### src/rtl/display_scan_controller.sv
// display_scan_controller: time-multiplexes one shared 4-bit-to-7-segment
// decoder across NUM_DIGITS common-anode digits. Each digit is preceded by
// an all-off gap so the previous digit's segments cannot ghost onto the next.
// New values are double-buffered and swapped only at frame boundaries.
//
// Optional feature: define LEADING_ZERO_BLANK_EN to blank leading zero
// digits (digit 0 is never blanked).
module display_scan_controller #(
  parameter int NUM_DIGITS = 4,
  parameter int ON_CYCLES  = 50000,
  parameter int GAP_CYCLES = 1000
) (
  input  logic                    clock,
  input  logic                    reset,
  input  logic                    load,
  input  logic [4*NUM_DIGITS-1:0] value,
  output logic                    load_ack,
  output logic [3:0]              nibble,
  output logic                    seg_blank,
  output logic [NUM_DIGITS-1:0]   digit_sel,
  output logic                    frame_done
);

  localparam int MAXC  = (ON_CYCLES > GAP_CYCLES) ? ON_CYCLES : GAP_CYCLES;
  localparam int CNT_W = $clog2(MAXC + 1);
  localparam int IDX_W = $clog2(NUM_DIGITS);
  localparam int VAL_W = 4 * NUM_DIGITS;

  localparam logic [CNT_W-1:0] ON_LAST  = CNT_W'(ON_CYCLES - 1);
  localparam logic [CNT_W-1:0] GAP_LAST = CNT_W'(GAP_CYCLES - 1);
  localparam logic [IDX_W-1:0] IDX_LAST = IDX_W'(NUM_DIGITS - 1);

  typedef enum logic {GAP, DRIVE} state_t;

  state_t           state_q, state_d;
  logic [IDX_W-1:0] idx_q, idx_d;
  logic [CNT_W-1:0] cnt_q, cnt_d;
  logic [VAL_W-1:0] active_q, active_d;
  logic [VAL_W-1:0] pend_val_q, pend_val_d;
  logic             pend_q, pend_d;
  logic             load_ack_q, load_ack_d;
  logic             frame_done_q, frame_done_d;
  logic             boundary;
  logic             lz_blank;

`ifdef LEADING_ZERO_BLANK_EN
  // Blank when every digit from the top down to the current one is zero,
  // except the rightmost digit so an all-zero value still shows "0".
  always_comb begin
    lz_blank = (idx_q != '0);
    for (int k = 0; k < NUM_DIGITS; k++) begin
      if ((IDX_W'(k) >= idx_q) && (active_q[4*k +: 4] != 4'h0))
        lz_blank = 1'b0;
    end
  end
`else
  // Leading-zero blanking disabled: every driven digit is lit.
  always_comb begin
    lz_blank = 1'b0;
  end
`endif

  // Next-state: scan FSM, digit counter, and the double-buffer handshake.
  always_comb begin
    state_d      = state_q;
    idx_d        = idx_q;
    cnt_d        = cnt_q + 1'b1;
    active_d     = active_q;
    pend_val_d   = pend_val_q;
    pend_d       = pend_q;
    load_ack_d   = 1'b0;
    frame_done_d = 1'b0;
    boundary     = 1'b0;

    case (state_q)
      GAP: begin
        if (cnt_q == GAP_LAST) begin
          cnt_d   = '0;
          state_d = DRIVE;
        end
      end
      DRIVE: begin
        if (cnt_q == ON_LAST) begin
          cnt_d   = '0;
          state_d = GAP;
          if (idx_q == IDX_LAST) begin
            idx_d    = '0;
            boundary = 1'b1;
          end else begin
            idx_d = idx_q + 1'b1;
          end
        end
      end
      default: begin
        state_d = GAP;
        cnt_d   = '0;
      end
    endcase

    // Swap uses the value pending before this edge; a load on the same
    // edge becomes the next pending value and is acked one frame later.
    if (boundary) begin
      frame_done_d = 1'b1;
      if (pend_q) begin
        active_d   = pend_val_q;
        pend_d     = 1'b0;
        load_ack_d = 1'b1;
      end
    end

    if (load) begin
      pend_val_d = value;
      pend_d     = 1'b1;
    end
  end

  // State registers; reset drops any pending load without acking it.
  always_ff @(posedge clock) begin
    if (reset) begin
      state_q      <= GAP;
      idx_q        <= '0;
      cnt_q        <= '0;
      active_q     <= '0;
      pend_val_q   <= '0;
      pend_q       <= 1'b0;
      load_ack_q   <= 1'b0;
      frame_done_q <= 1'b0;
    end else begin
      state_q      <= state_d;
      idx_q        <= idx_d;
      cnt_q        <= cnt_d;
      active_q     <= active_d;
      pend_val_q   <= pend_val_d;
      pend_q       <= pend_d;
      load_ack_q   <= load_ack_d;
      frame_done_q <= frame_done_d;
    end
  end

  // Pin decode purely from registers: no input-to-output path.
  always_comb begin
    digit_sel = '1;
    seg_blank = 1'b1;
    nibble    = active_q[{idx_q, 2'b00} +: 4];
    if (state_q == DRIVE) begin
      digit_sel[idx_q] = 1'b0;
      seg_blank        = lz_blank;
    end
  end

  assign load_ack   = load_ack_q;
  assign frame_done = frame_done_q;

endmodule

### config.mk
export PLATFORM = sky130hd
export DESIGN_NAME = display_scan_controller
export DESIGN_NICKNAME = d
export VERILOG_FILES = /design/src/rtl/display_scan_controller.sv
export SDC_FILE = /design/constraint.sdc
export NUM_CORES = 1
export LEC_CHECK = 0
export CORE_ASPECT_RATIO = 0.9
export CORE_MARGIN = 8
export CORE_UTILIZATION = 58
export CTS_CLUSTER_DIAMETER = 150
export CTS_CLUSTER_SIZE = 20
export DETAILED_ROUTE_END_ITERATION = 6
export PLACE_DENSITY = 0.79
export SLEW_MARGIN = 30
export SYNTH_ARGS = -nofsm -noshare
export SYNTH_HDL_FRONTEND = slang
export SYNTH_SLANG_ARGS = --single-unit
export TNS_END_PERCENT = 100
### constraint.sdc
create_clock -name clock -period 4.63 [get_ports clock]
set_clock_uncertainty 0.05 [all_clocks]
set_input_delay 0.6945 -clock clock [delete_from_list [all_inputs] [get_ports clock]]
set_output_delay 0.6945 -clock clock [all_outputs]
set_load 0.03 [all_outputs]
==> out/qor.log <==
qor: pwr.share_comb_of_total_power 0.050
qor: pwr.p_int 0.672 mW
qor: layout.post-route-cell-area 0.00275 mm^2
qor: setup_path.regToRegSetupSlack 2.23 ns
qor: clock_network.tritoncts built
qor: logic_synthesis.post_synth_instance_area 0.00236 mm^2
qor: routing.totalWireLength 5.14 mm
qor: pwr.p_per_area 308 mW/mm^2
qor: pwr.fraction_of_power_consumed_by_the_clock_network 0.379
qor: logic_synthesis.synth_cells 258
qor: clock_network.cts.clk_slew.worst_paths 0.09 ns
qor: global_route.first_global_vias 1841
qor: placement.dpl.hpwl 3.33 mm
qor: setup_path.critical_path_buf_inv_count 1
qor: timing.timing.final.ws_setup 1.82 ns
qor: run_status.outcome complete, no violations
qor: die.die-height 76.5 um
qor: layout.antenna-diode-count 0
qor: run.max_cap_violations 0
qor: pwr.max-vdd-ir-drop 243 uV
qor: timing.final_period_minus_worst_setup_slack 2.81 ns
qor: layout.finish.net_count 297
qor: timing.timing.final.setup_violations 0
qor: logic_synthesis.synth-seq-area-share 0.458
qor: logic_synthesis.netlist-cell-type-count 30
qor: clock_network.cts_setup_buffers 0
qor: clock_network.clock-root-buffer sky130_fd_sc_hd__clkbuf_8
qor: die.std_cell_rows 22
qor: die.die_area 0.00637 mm^2
qor: layout.instances_no_fill 321
qor: global_route.grt_antenna_before_repair 0
qor: setup_path.worst_ep_arrival_time 2.06 ns
qor: placement.placed_cells_incl_taps 314
qor: die.number_of_i_o_pins 30
qor: pwr.netSwitchingFraction 0.205
qor: clock_network.cts-buffers-inserted 5
qor: layout.finalCoreUtilization 0.688
qor: global_route.grt_max_degree 55
qor: routing.detailedRoute.firstPassIterationCount 4
qor: logic_synthesis.synth_largest_area_cell sky130_fd_sc_hd__dfxtp_1
qor: clock_network.ctsResizeCount 0
qor: global_route.grt_overflow_total 0
qor: routing.remaining_drcs 0
qor: clock_network.clkSinkCount 54
qor: timing.slew_headroom 0.519
qor: pwr.p_leak 0.936 nW
qor: logic_synthesis.yosysWarningCount 0
qor: timing.final_hold_viol_count 0
qor: logic_synthesis.synth_top_cells_by_area sky130_fd_sc_hd__dfxtp_1 (46%), sky130_fd_sc_hd__mux2i_1 (6.8%), sky130_fd_sc_hd__nand4_1 (6.6%), sky130_fd_sc_hd__a21oi_1 (4.2%), sky130_fd_sc_hd__o21ai_0 (4.0%)
qor: global_route.first_pass_grt_wire_length 8.75 mm
qor: die.die_w 83.2 um
qor: pwr.power_switching 0.174 mW
qor: setup_path.critical-path-top-delay-family buffers and inverters
qor: routing.num_vias 1966
qor: die.core_area 0.00399 mm^2
qor: clock_network.clk_path_buf_depth 2
qor: min_path.holdCritPathClass reg -> reg
qor: global_route.use_met2 0.235
qor: setup_path.kind_of_start_point_of_the_critical_path flop
qor: timing.fmaxAchievable 356 MHz
qor: setup_path.critical_path.endpoint_type primary output
qor: global_route.global_route.usage.met3 0.0566
qor: pwr.pwr-share-seq 0.571
qor: routing.vias_per_cell 6.12
qor: layout.area_growth_syn_to_layout 16.3%
qor: routing.drt_iter0_drc 193
qor: placement.post_place_worst_slack 2.15 ns
qor: timing.sum_of_negative_setup_slack 0 ns
qor: placement.portBuffers 29
qor: setup_path.critical_path_required 3.89 ns
qor: timing.hold_ws 0.429 ns
qor: setup_path.crit_slowest_cell sky130_fd_sc_hd__clkdlybuf4s50_1
qor: setup_path.crit_path_max_fanout 9
qor: placement.placedInstanceArea 0.00264 mm^2
qor: timing.final_max_slew_violation_count 0
qor: global_route.global_route_total_usage_across_every_layer 0.163
qor: timing.rsz0062_at_grt no
qor: logic_synthesis.syn_area_per_cell 9.15 um^2
qor: setup_path.worst_path_largest_cell_delay 0.61 ns
qor: clock_network.cts_htree_levels 2
qor: placement.gp_weighted_congestion 0.874
qor: timing.worst-slew-pin-transition 0.720 ns
qor: routing.post_drt_wl_per_cell 16.0 um
qor: clock_network.clk_latency 0.31 ns
qor: clock_network.number_of_buffers_inserted_for_hold_repair_after_clock_tree_synthesis 0
qor: global_route.top_usage_layer met2
qor: global_route.globalRouteMet1Util 0.221
qor: timing.final.period_utilization 0.606
qor: layout.drive_above_1_share 0.0659
qor: die.starting_density_of_the_core 0.591
qor: logic_synthesis.synth_seq_cells 54
qor: setup_path.timing.setup.critical_path_class reg -> out
qor: routing.number_of_antenna_violating_nets_in_the_routed_design 0
qor: logic_synthesis.syn-num-nets 282
qor: pwr.power 0.846 mW
qor: setup_path.timing.critical_path.cells mux4_2 -> clkdlybuf4s50_1
qor: logic_synthesis.netlist.area_leader.share 0.458
==> power groups by stage <==
| stage | logic [mW] | clock network [mW] | registers (mW) |
|---|---|---|---|
| 3_5_place_dp | 0.0440 | 0 | 0.493 |
| 6_report | 0.0427 | 0.320 | 0.483 |
| 3_3_place_gp | 0.0427 | 0 | 0.493 |
| 5_1_grt | 0.0474 | 0.345 | 0.485 |
| 4_1_cts | 0.0438 | 0.320 | 0.483 |
| 2_1_floorplan | 0.0256 | 0 | 0.491 |
==> logic make-up after synthesis <==
logic type                 synth area share
muxes                                 0.106
xor gates and xnor gates             0.0445
DFF                                   0.458
adders and majority gates            0.0265
and+or+nand+nor                       0.219
buffers and inverters                0.0440
AOI/OAI and AO/OA                     0.102
==> cell usage in the layout, fill, tap and decap left out, drive strengths merged, types with 2 or more instances in the layout <==
| cell | n |
|---|---|
| mux4 | 4 |
| inv | 5 |
| buf | 3 |
| ha | 5 |
| o21ai | 19 |
| a211oi | 3 |
| mux2i | 16 |
| a21oi | 20 |
| nor4 | 2 |
| dfxtp | 54 |
| xor2 | 6 |
| or4 | 4 |
| xnor2 | 6 |
| nor3 | 18 |
| nand3 | 7 |
| nand2 | 9 |
| o31ai | 2 |
| nand4 | 25 |
| clkbuf | 6 |
| clkdlybuf4s50 | 27 |
| and3 | 4 |
| nor2 | 20 |
==> flip-flops by register name, indices dropped and copies added, names as in the netlist <==
name        cells
active_q       16
cnt_q          16
pend_val_q     16
state_q         1
pend_q          1
frame_done      1
idx_q           2
load_ack        1
==> layout make-up <==
class | instances | area (um^2)
clock buffer | 6 | 82.6
fill | 337 | 1250
clock inverter | 1 | 30.0
sequential | 54 | 1080
tap | 48 | 60.1
timing repair buffer | 30 | 290
inverter | 5 | 18.8
multi-input combinational | 177 | 1180
==> cell usage after synthesis, drive strengths merged <==
cell type,instances
o21ai,19
xor2,6
mux2i,16
a21oi,20
or4b,1
nor3,18
nand4bb,1
or4,4
dfxtp,54
mux4,4
or3b,1
a211oi,3
nand4,25
and3,4
nor4b,1
buf,3
nor4,2
nor2,20
and4,1
o31ai,2
xnor2,6
clkbuf,19
nand3,7
inv,5
ha,5
nand2,9
o21a,1
nor3b,1
==> worst min-delay path: stages (launching register included) <==
cell	delay [ns]
sky130_fd_sc_hd__dfxtp_1	0.32
sky130_fd_sc_hd__nand4_1	0.06
sky130_fd_sc_hd__a21oi_1	0.06
==> worst paths after layout <==
path,cells past startpoint,start,to
setup / recovery,2,idx_q[0],nibble[2]
hold / removal,2,pend_val_q[11],active_q[11]
setup reg to reg,4,cnt_q[3],idx_q[0]
hold reg to reg,2,pend_val_q[11],active_q[11]
==> routing by layer <==
layer | up-vias | wire (um)
li1 | 976 | -
met1 | 939 | 2610
met2 | 43 | 2210
met3 | 8 | 257
met4 | 0 | 57
met5 | - | 0
Note: power is estimated with default switching activity, not from simulation.
